--- src/rtl/quad_decoder_multi_if.sv ---
// Pin/register-side bundle for quad_decoder_multi.
// The idx index input exists only when QUAD_DECODER_INDEX_EN is defined.
interface quad_decoder_multi_if #(
  parameter int unsigned NCH   = 2,
  parameter int unsigned CNT_W = 8
);
  logic [NCH-1:0]       x;
  logic [NCH-1:0]       y;
  logic [NCH-1:0]       clr;
  logic [NCH-1:0]       err_clr;
`ifdef QUAD_DECODER_INDEX_EN
  logic [NCH-1:0]       idx;
`endif
  logic [NCH*CNT_W-1:0] counter;
  logic [NCH-1:0]       dir;
  logic [NCH-1:0]       step;
  logic [NCH-1:0]       err;

  modport master (
    output x, y, clr, err_clr,
`ifdef QUAD_DECODER_INDEX_EN
    output idx,
`endif
    input  counter, dir, step, err
  );

  modport slave (
    input  x, y, clr, err_clr,
`ifdef QUAD_DECODER_INDEX_EN
    input  idx,
`endif
    output counter, dir, step, err
  );
endinterface

--- src/rtl/quad_decoder_multi.sv ---
// Multi-channel quadrature decoder: sync, glitch filter, Gray decode, up/down counter.
// Optional index-pulse counter reset is enabled by defining QUAD_DECODER_INDEX_EN.
module quad_decoder_multi #(
  parameter int unsigned NCH      = 2,
  parameter int unsigned CNT_W    = 8,
  parameter int unsigned FILT_LEN = 4,
  parameter int unsigned DECODE   = 4,
  parameter int unsigned SAT      = 0
) (
  input  logic               clk,
  input  logic               reset,
  quad_decoder_multi_if.slave bus
);

  localparam int unsigned FW = 8;
  localparam logic [CNT_W-1:0] CNT_MAX = '1;

  // Forward Gray order of {x,y}: 00 -> 10 -> 11 -> 01 -> 00
  function automatic logic [1:0] gray_fwd(input logic [1:0] v);
    logic [1:0] r;
    case (v)
      2'b00:   r = 2'b10;
      2'b10:   r = 2'b11;
      2'b11:   r = 2'b01;
      default: r = 2'b00;
    endcase
    return r;
  endfunction

  logic [NCH-1:0][CNT_W-1:0] cnt_w;
  logic [NCH-1:0]            dir_w;
  logic [NCH-1:0]            step_w;
  logic [NCH-1:0]            err_w;

  assign bus.counter = cnt_w;
  assign bus.dir     = dir_w;
  assign bus.step    = step_w;
  assign bus.err     = err_w;

  for (genvar i = 0; i < NCH; i++) begin : g_ch
    logic [1:0]       sync1_q, sync1_d, s_q, s_d, prev_q, prev_d;
    logic [FW-1:0]    fcnt_q, fcnt_d;
    logic [1:0]       f_q, f_d;
    logic             fupd_q, fupd_d;
    logic [1:0]       ref_q, ref_d;
    logic             rv_q, rv_d;
    logic             up_q, up_d, dn_q, dn_d;
    logic             cup_q, cup_d, cdn_q, cdn_d;
    logic             bad_q, bad_d;
    logic [CNT_W-1:0] cnt_q, cnt_d;
    logic             dir_q, dir_d;
    logic             step_q, step_d;
    logic             err_q, err_d;
    logic             load_zero;
`ifdef QUAD_DECODER_INDEX_EN
    logic             isync1_q, isync1_d, is_q, is_d, iprev_q, iprev_d;
    logic [FW-1:0]    ifcnt_q, ifcnt_d;
    logic             if_q, if_d;
    logic             irise_q, irise_d;
`endif

    always_comb begin
      sync1_d = {bus.x[i], bus.y[i]};
      s_d     = sync1_q;
      prev_d  = s_q;
      fcnt_d  = fcnt_q;
      f_d     = f_q;
      fupd_d  = 1'b0;
      // Without a reference every stable sample counts as a change so the first one gets loaded
      if ((s_q != f_q) || !rv_q) begin
        fcnt_d = (s_q == prev_q) ? fcnt_q + FW'(1) : FW'(1);
        if (fcnt_d >= FW'(FILT_LEN)) begin
          f_d    = s_q;
          fupd_d = 1'b1;
          fcnt_d = '0;
        end
      end else begin
        fcnt_d = '0;
      end

      ref_d = ref_q;
      rv_d  = rv_q;
      up_d  = 1'b0;
      dn_d  = 1'b0;
      cup_d = 1'b0;
      cdn_d = 1'b0;
      bad_d = 1'b0;
      if (fupd_q) begin
        ref_d = f_q;
        rv_d  = 1'b1;
        if (rv_q && (f_q != ref_q)) begin
          if (f_q == gray_fwd(ref_q)) begin
            up_d  = 1'b1;
            cup_d = (DECODE == 1) ? (ref_q == 2'b01) : 1'b1;
          end else if (gray_fwd(f_q) == ref_q) begin
            dn_d  = 1'b1;
            cdn_d = (DECODE == 1) ? (ref_q == 2'b00) : 1'b1;
          end else begin
            bad_d = 1'b1;
          end
        end
      end

`ifdef QUAD_DECODER_INDEX_EN
      isync1_d = bus.idx[i];
      is_d     = isync1_q;
      iprev_d  = is_q;
      ifcnt_d  = ifcnt_q;
      if_d     = if_q;
      irise_d  = 1'b0;
      if (is_q != if_q) begin
        ifcnt_d = (is_q == iprev_q) ? ifcnt_q + FW'(1) : FW'(1);
        if (ifcnt_d >= FW'(FILT_LEN)) begin
          if_d    = is_q;
          irise_d = is_q;
          ifcnt_d = '0;
        end
      end else begin
        ifcnt_d = '0;
      end
      load_zero = bus.clr[i] | irise_q;
`else
      load_zero = bus.clr[i];
`endif

      dir_d = up_q ? 1'b1 : (dn_q ? 1'b0 : dir_q);
      err_d = bad_q | (err_q & ~bus.err_clr[i]);

      // clr/index take priority over a pending count; step only on an actual value change
      cnt_d = cnt_q;
      if (load_zero) begin
        cnt_d = '0;
      end else if (cup_q) begin
        if (!((SAT != 0) && (cnt_q == CNT_MAX))) cnt_d = cnt_q + CNT_W'(1);
      end else if (cdn_q) begin
        if (!((SAT != 0) && (cnt_q == '0))) cnt_d = cnt_q - CNT_W'(1);
      end
      step_d = (cnt_d != cnt_q);
    end

    always_ff @(posedge clk or negedge reset) begin
      if (!reset) begin
        sync1_q <= '0;
        s_q     <= '0;
        prev_q  <= '0;
        fcnt_q  <= '0;
        f_q     <= '0;
        fupd_q  <= 1'b0;
        ref_q   <= '0;
        rv_q    <= 1'b0;
        up_q    <= 1'b0;
        dn_q    <= 1'b0;
        cup_q   <= 1'b0;
        cdn_q   <= 1'b0;
        bad_q   <= 1'b0;
        cnt_q   <= '0;
        dir_q   <= 1'b0;
        step_q  <= 1'b0;
        err_q   <= 1'b0;
`ifdef QUAD_DECODER_INDEX_EN
        isync1_q <= 1'b0;
        is_q     <= 1'b0;
        iprev_q  <= 1'b0;
        ifcnt_q  <= '0;
        if_q     <= 1'b0;
        irise_q  <= 1'b0;
`endif
      end else begin
        sync1_q <= sync1_d;
        s_q     <= s_d;
        prev_q  <= prev_d;
        fcnt_q  <= fcnt_d;
        f_q     <= f_d;
        fupd_q  <= fupd_d;
        ref_q   <= ref_d;
        rv_q    <= rv_d;
        up_q    <= up_d;
        dn_q    <= dn_d;
        cup_q   <= cup_d;
        cdn_q   <= cdn_d;
        bad_q   <= bad_d;
        cnt_q   <= cnt_d;
        dir_q   <= dir_d;
        step_q  <= step_d;
        err_q   <= err_d;
`ifdef QUAD_DECODER_INDEX_EN
        isync1_q <= isync1_d;
        is_q     <= is_d;
        iprev_q  <= iprev_d;
        ifcnt_q  <= ifcnt_d;
        if_q     <= if_d;
        irise_q  <= irise_d;
`endif
      end
    end

    assign cnt_w[i]  = cnt_q;
    assign dir_w[i]  = dir_q;
    assign step_w[i] = step_q;
    assign err_w[i]  = err_q;
  end

endmodule
--- src/flat_wrapper.sv ---
// flat-port wrapper written by rule: the top's interface ports become plain ports
module quad_decoder_multi_flat 
#(
  parameter int unsigned NCH      = 2,
  parameter int unsigned CNT_W    = 8,
  parameter int unsigned FILT_LEN = 4,
  parameter int unsigned DECODE   = 4,
  parameter int unsigned SAT      = 0
)
  (clk, reset, bus_x, bus_y, bus_clr, bus_err_clr, bus_counter, bus_dir, bus_step, bus_err);
  quad_decoder_multi_if #(.NCH(NCH), .CNT_W(CNT_W)) bus_i ();
  input  logic clk;
  input  logic reset;
  input wire logic [$bits(bus_i.x)-1:0] bus_x;
  input wire logic [$bits(bus_i.y)-1:0] bus_y;
  input wire logic [$bits(bus_i.clr)-1:0] bus_clr;
  input wire logic [$bits(bus_i.err_clr)-1:0] bus_err_clr;
  output wire logic [$bits(bus_i.counter)-1:0] bus_counter;
  output wire logic [$bits(bus_i.dir)-1:0] bus_dir;
  output wire logic [$bits(bus_i.step)-1:0] bus_step;
  output wire logic [$bits(bus_i.err)-1:0] bus_err;
  assign bus_i.x = bus_x;
  assign bus_i.y = bus_y;
  assign bus_i.clr = bus_clr;
  assign bus_i.err_clr = bus_err_clr;
  assign bus_counter = bus_i.counter;
  assign bus_dir = bus_i.dir;
  assign bus_step = bus_i.step;
  assign bus_err = bus_i.err;
  quad_decoder_multi #(.NCH(NCH), .CNT_W(CNT_W), .FILT_LEN(FILT_LEN), .DECODE(DECODE), .SAT(SAT)) u_core (.clk(clk), .reset(reset), .bus(bus_i));
endmodule
--- config.mk ---
export PLATFORM = sky130hd
export DESIGN_NAME = quad_decoder_multi_flat
export DESIGN_NICKNAME = d
export VERILOG_FILES = /design/src/rtl/quad_decoder_multi_if.sv /design/src/rtl/quad_decoder_multi.sv /design/src/flat_wrapper.sv
export SDC_FILE = /design/constraint.sdc
export NUM_CORES = 1
export LEC_CHECK = 0
export CAP_MARGIN = 30
export CORE_UTILIZATION = 59
export CTS_CLUSTER_SIZE = 30
export DETAILED_ROUTE_END_ITERATION = 8
export PLACE_DENSITY_LB_ADDON = 0.15
export SYNTH_ARGS = -nofsm -noshare
export SYNTH_HDL_FRONTEND = slang
export SYNTH_SLANG_ARGS = --single-unit
--- constraint.sdc ---
create_clock -name clk -period 4.85 [get_ports clk]
set_input_delay 0.97 -clock clk [delete_from_list [all_inputs] [get_ports clk]]
set_output_delay 0.97 -clock clk [all_outputs]
set_load 0.005 [all_outputs]
== Word-level counts from Yosys, hierarchy flattened ==
Cells that the tools add are included.

* Register bits after elaboration: 68
* Input port bits: 10
* Output and inout port bits: 22
* Word-level logic and storage cells: 134

* $add $sub $neg: 6
* $lt $le $gt $ge: 2
* Equality and inequality tests: 20
* Mux-type cells: 56
* Bitwise operators: 6
* Reduce and logical (&&, ||, !) cells: 14

{| class="wikitable"
|+ Operators with widths
! kind !! count
|-
| $mux 8 || 12
|-
| $add 8x1->8 const B || 4
|-
| $mux 1 || 30
|-
| $pmux 2 s3 || 4
|-
| $mux 2 || 10
|-
| $eq 2x2->1 const B || 8
|-
| $ge 8x3->1 const B || 2
|-
| $ne 8x8->1 || 2
|-
| $sub 8x1->8 const B || 2
|-
| $eq 2x2->1 || 6
|-
| $logic_not 2->1 || 4
|-
| $ne 2x2->1 || 4
|-
| $reduce_and 2->1 || 2
|-
| $reduce_bool 2->1 || 2
|-
| $and 1x1->1 || 2
|-
| $logic_and 1x1->1 || 2
|-
| $logic_not 1->1 || 2
|-
| $logic_or 1x1->1 || 2
|-
| $not 1->1 || 2
|-
| $or 1x1->1 || 2
|}

== Logic depth before layout (Yosys ltp) ==
* Depth after elaboration: 13
* Mapped depth: 7
* Mapped depth without buffers: 7

== Least setup slack after synthesis ==
OpenSTA, ideal clock, no wires.

* Path kind: reg-to-reg
* Start: register u_core.g_ch[0].cnt_q[1]
* End: register u_core.g_ch[0].cnt_q[5]
* Setup time: 0.132 ns
* Arrival: 1.628 ns
* Data required time: 4.718 ns
* Setup slack: 3.090 ns
* Cell stages (with the launch flop): 6
* Path buffers: 0
* Clock period less this slack: 1.760 ns
* Cell sequence: dfrtp_1 -> or4b_1 -> or4_1 -> o21ai_2 -> xnor2_1 -> nor2_1

* Word-level cells in the longest chain between the ends: 4
* Elaborated cells between the ends (all ways): 5
* Classes of those cells: add/sub: 2; mux: 3

{| class="wikitable"
|+ RTL lines
! what !! line !! text
|-
| start: declaration || quad_decoder_multi.sv:50 || <nowiki>logic [CNT_W-1:0] cnt_q, cnt_d;</nowiki>
|-
| start signal: assignment || quad_decoder_multi.sv:182 || <nowiki>cnt_q <= cnt_d;</nowiki>
|-
| $sub 8x1->8 || quad_decoder_multi.sv:136 || <nowiki>if (!((SAT != 0) && (cnt_q == '0))) cnt_d = cnt_q - CNT_W'(1);</nowiki>
|-
| $mux 8 || quad_decoder_multi.sv:135 || <nowiki>end else if (cdn_q) begin</nowiki>
|-
| $mux 8 (*) || quad_decoder_multi.sv:133 || <nowiki>end else if (cup_q) begin</nowiki>
|-
| $mux 8 (*) || quad_decoder_multi.sv:131 || <nowiki>if (load_zero) begin</nowiki>
|-
| named net u_core.g_ch[0].cnt_d[5] || quad_decoder_multi.sv:50 ||
|}

Mark *: on every way through the listed nets, which the timed path passes. The rest lies on a longest branch.
A chain may end at the register's enable or synchronous reset.

== Final worst setup path ==
* Start: register u_core.g_ch[0].cnt_q[2]
* End: output port bus_counter[2]

{| class="wikitable"
|+ RTL lines
! what !! line !! text
|-
| end: declaration || flat_wrapper.sv:18 || <nowiki>output wire logic [$bits(bus_i.counter)-1:0] bus_counter;</nowiki>
|}

No word-level cell between the ends.

==> results.py <==
metrics = {
    "synthesis": {
        "synth-main-ff-cell": "dfrtp_1",
        "synth_cell_types": 35,
        "synth_edf_count": 0,
        "synthTopCellsByArea": "dfrtp_1 (60%), xnor2_1 (6.8%), nor2_1 (3.8%), mux2_2 (3.2%), ha_1 (2.6%)",
        "ys_seq_area_share_pct": 59.6,
        "yosysWarnings": 0,
        "syn-instance-count": 248,
        "avgSynthCellArea_um2": 11.5,
        "synth-seq-cells": 68,
        "synth_top_area_share_pct": 59.6,
        "ys_async_sr_fraction_pct": 100,
        "syn_area_mm2": 0.00285,
        "yosysTopAreaCell": "dfrtp_1",
    },
    "setup_path": {
        "crit_buf_inv": 1,
        "r2r_start": "u_core.g_ch[0].up_q",
        "crit_type": "flop to primary output",
        "cp_cell_sequence": "clkdlybuf4s50_1",
        "cp.depth": 1,
        "worst_path_max_delay_cell": "clkdlybuf4s50_1",
        "worst_setup_path_start_kind": "flop",
        "crit_family": "buffers and inverters",
        "worstPathArrival_ns": 1.38,
        "crit_path_start": "u_core.g_ch[0].cnt_q[2]",
        "reg2reg_depth": 5,
        "end_kind": "primary output",
        "crit_fanout": 9,
        "crit_required_ns": 3.88,
        "crit_path_max_incr_delay_ns": 0.56,
    },
    "timing": {
        "max_freq_mhz": 425,
        "setup_viol": 0,
        "final.setup.tns_ns": 0,
        "holdWs_ns": 0.351,
        "rsz0062_at_grt": "false",
        "finClkSkew_ns": 0.00562,
        "finalHoldViolCount": 0,
        "finalCritPeriodShare_pct": 48.5,
        "slew_headroom_pct": 63.9,
        "timing.final.ws_setup_ns": 2.50,
        "period_needed_ns": 2.35,
        "report.final.slew_viol_count": 0,
        "worst_slew_pin_slew_ns": 0.541,
    },
    "power_and_ir_drop": {
        "leakagePower_nw": 1.51,
        "peakVddDrop_mv": 0.310,
        "p_per_area_mw_per_mm2": 546,
    },
    "clock_tree": {
        "clock-sinks": 68,
        "post_cts_buffers": 0,
        "cts_tree": "built",
        "numCtsBuffers": 9,
        "ctsHoldBuffers": 0,
        "clk-insertion-delay-late_ns": 0.33,
        "htree_levels": 3,
        "cts.path.max_buffers": 2,
        "clock-root-buffer": "clkbuf_8",
        "postCtsResizedCells": 0,
        "clk_pin_slew_ns": 0.06,
    },
    "floorplanning": {
        "initial_core_util_pct": 63.3,
        "dieHeight_um": 71.5,
        "die_area_mm2": 0.00512,
        "rows": 24,
        "io_pins": 32,
        "die_w_um": 71.5,
        "coreArea_mm2": 0.00450,
    },
    "layout": {
        "antennaDiodeCount": 0,
        "final_cell_mix": "dfrtp_1 (68), clkdlybuf4s50_1 (30), nor2_1 (29), xnor2_1 (22), nand2_1 (17)",
        "final_nets": 307,
        "area_growth_pct": 19.6,
        "postLayoutCellArea_mm2": 0.00341,
        "final_cells": 347,
        "fillers": 292,
        "drive_gt1_share_pct": 9.15,
        "final_common_cell": "dfrtp_1",
        "seqCellArea_mm2": 0.00170,
        "multi_input_area_mm2": 0.00109,
    },
    "status": {
        "outcome": "finished, final reports clean",
    },
    "detailed_routing": {
        "via_per_inst": 5.35,
        "final_antenna_net_count": 0,
        "drt-initial-drc-count": 56,
        "vias": 1855,
        "drt-wirelength-per-cell_um": 13.5,
        "drc": 0,
        "dr.pass1.iters": 4,
        "drt-total-wl_um": 4690,
    },
    "global_routing": {
        "grt_overflow": 0,
        "grt_pass1_wl_um": 8310,
        "grt_antenna_before_repair": 0,
        "grt_pass1_vias": 1911,
        "grt_max_degree": 47,
        "grtUsageTotal_pct": 21.7,
    },
    "hold_path": {
        "hold_path_class": "flop to flop",
        "min_from": "u_core.g_ch[1].s_d[0]",
        "min_delay_path_depth": 0,
    },
    "placed_design": {
        "gp_congestion": 0.816,
        "portBuffers": 31,
        "dp.cells": 332,
        "placed_area_mm2": 0.00321,
        "place_ws_ns": 2.70,
        "dpl.hpwl_um": 3110,
    },
    "flow_run": {
        "drv_cap": 0,
    },
}
-- cell usage after synthesis (2+ instances only) --
| master | number |
|---|---|
| ha_1 | 6 |
| or2_2 | 3 |
| or4_1 | 5 |
| a21o_1 | 4 |
| xnor2_1 | 22 |
| nand3_1 | 6 |
| o22ai_1 | 3 |
| dfrtp_1 | 68 |
| buf_1 | 2 |
| a21oi_1 | 5 |
| xor2_1 | 8 |
| o21ai_0 | 3 |
| and2_1 | 4 |
| nor3_1 | 9 |
| nor2_1 | 29 |
| buf_4 | 6 |
| nand4_1 | 6 |
| clkbuf_1 | 3 |
| nand2_1 | 17 |
| o31a_1 | 4 |
| or3_1 | 4 |
| a311oi_1 | 2 |
| mux2i_1 | 2 |
| inv_1 | 9 |
| mux2_2 | 8 |
-- layer usage --
| layer | global-route usage (%) | routed length, um | vias to the layer above |
|---|---|---|---|
| li1 | - | - | 914 |
| met2 | 34.9 | 2310 | 43 |
| met5 | 0 | 0 | - |
| met3 | 4.92 | 153 | 7 |
| met4 | 12.9 | 80 | 0 |
| met1 | 27.1 | 2140 | 891 |
-- cell type report --
class                      instances  share of cell area, %
sequential                        68                   49.9
inverter                           9                  0.990
tap                               52                   1.91
multi-input combinational        171                   32.1
clock inverter                     1                  0.880
timing repair buffer              32                   9.17
clock buffer                      14                   5.06
-- state kept, by name (all words and copies together), names as in the netlist --
register	flops
u_core.g_ch.cnt_q	16
u_core.g_ch.fcnt_q	16
u_core.g_ch.f_q	4
u_core.g_ch.prev_d	4
u_core.g_ch.prev_q	4
u_core.g_ch.ref_q	4
u_core.g_ch.s_d	4
u_core.g_ch.bad_q	2
u_core.g_ch.dir_q	2
u_core.g_ch.err_q	2
u_core.g_ch.fupd_q	2
u_core.g_ch.rv_q	2
u_core.g_ch.step_q	2
u_core.g_ch.up_q	2
u_core.g_ch.dn_q	1
u_core.g_ch.cdn_q	1
-- kinds of logic (layout without fill, tap and decap cells) --
group / count (synthesis) / after routing / synth area share (%)
and+or+nand+nor: 87 / 87 / 14.8
DFF: 68 / 68 / 59.6
xor gates and xnor gates: 30 / 30 / 9.21
AOI/OAI and AO/OA: 26 / 26 / 6.32
buffers and inverters: 20 / 56 / 3.42
muxes: 10 / 10 / 3.86
adders and majority gates: 6 / 6 / 2.63
other: 1 / 12 / 0.131
-- worst reg2reg max path: stages, from the launching register on --
cell,delay (ns)
dfrtp_1,0.50
or4b_1,0.61
or4_1,0.44
o21ai_2,0.08
xnor2_1,0.13
nor2_1,0.05
-- metrics by stage --
step / power, mW / utilization, %
floorplan: 1.22 / -
global placement: 1.38 / 71.2
detailed placement: 1.40 / 71.2
CTS: 1.88 / 75.7
global route: 1.99 / 75.7
finish: 1.86 / 75.7
-- where the power goes --
group | leakage, nW | internal [mW] | switching (mW)
sequential | 0.848 | 0.696 | 0.156
combinational | 0.554 | 0.326 | 0.217
clock | 0.103 | 0.277 | 0.189
-- final timing paths --
kind	to	slack [ns]
setup / recovery	bus_counter[2]	2.50
hold / removal	u_core.g_ch[1].prev_d[0]	0.35
setup reg to reg	u_core.g_ch[0].cnt_q[5]	2.91
hold reg to reg	u_core.g_ch[1].prev_d[0]	0.35
max in group asynchronous	u_core.g_ch[1].ref_q[1]	3.33
min in group asynchronous	u_core.g_ch[0].err_q	0.59
(Power assumes the default switching activity.)
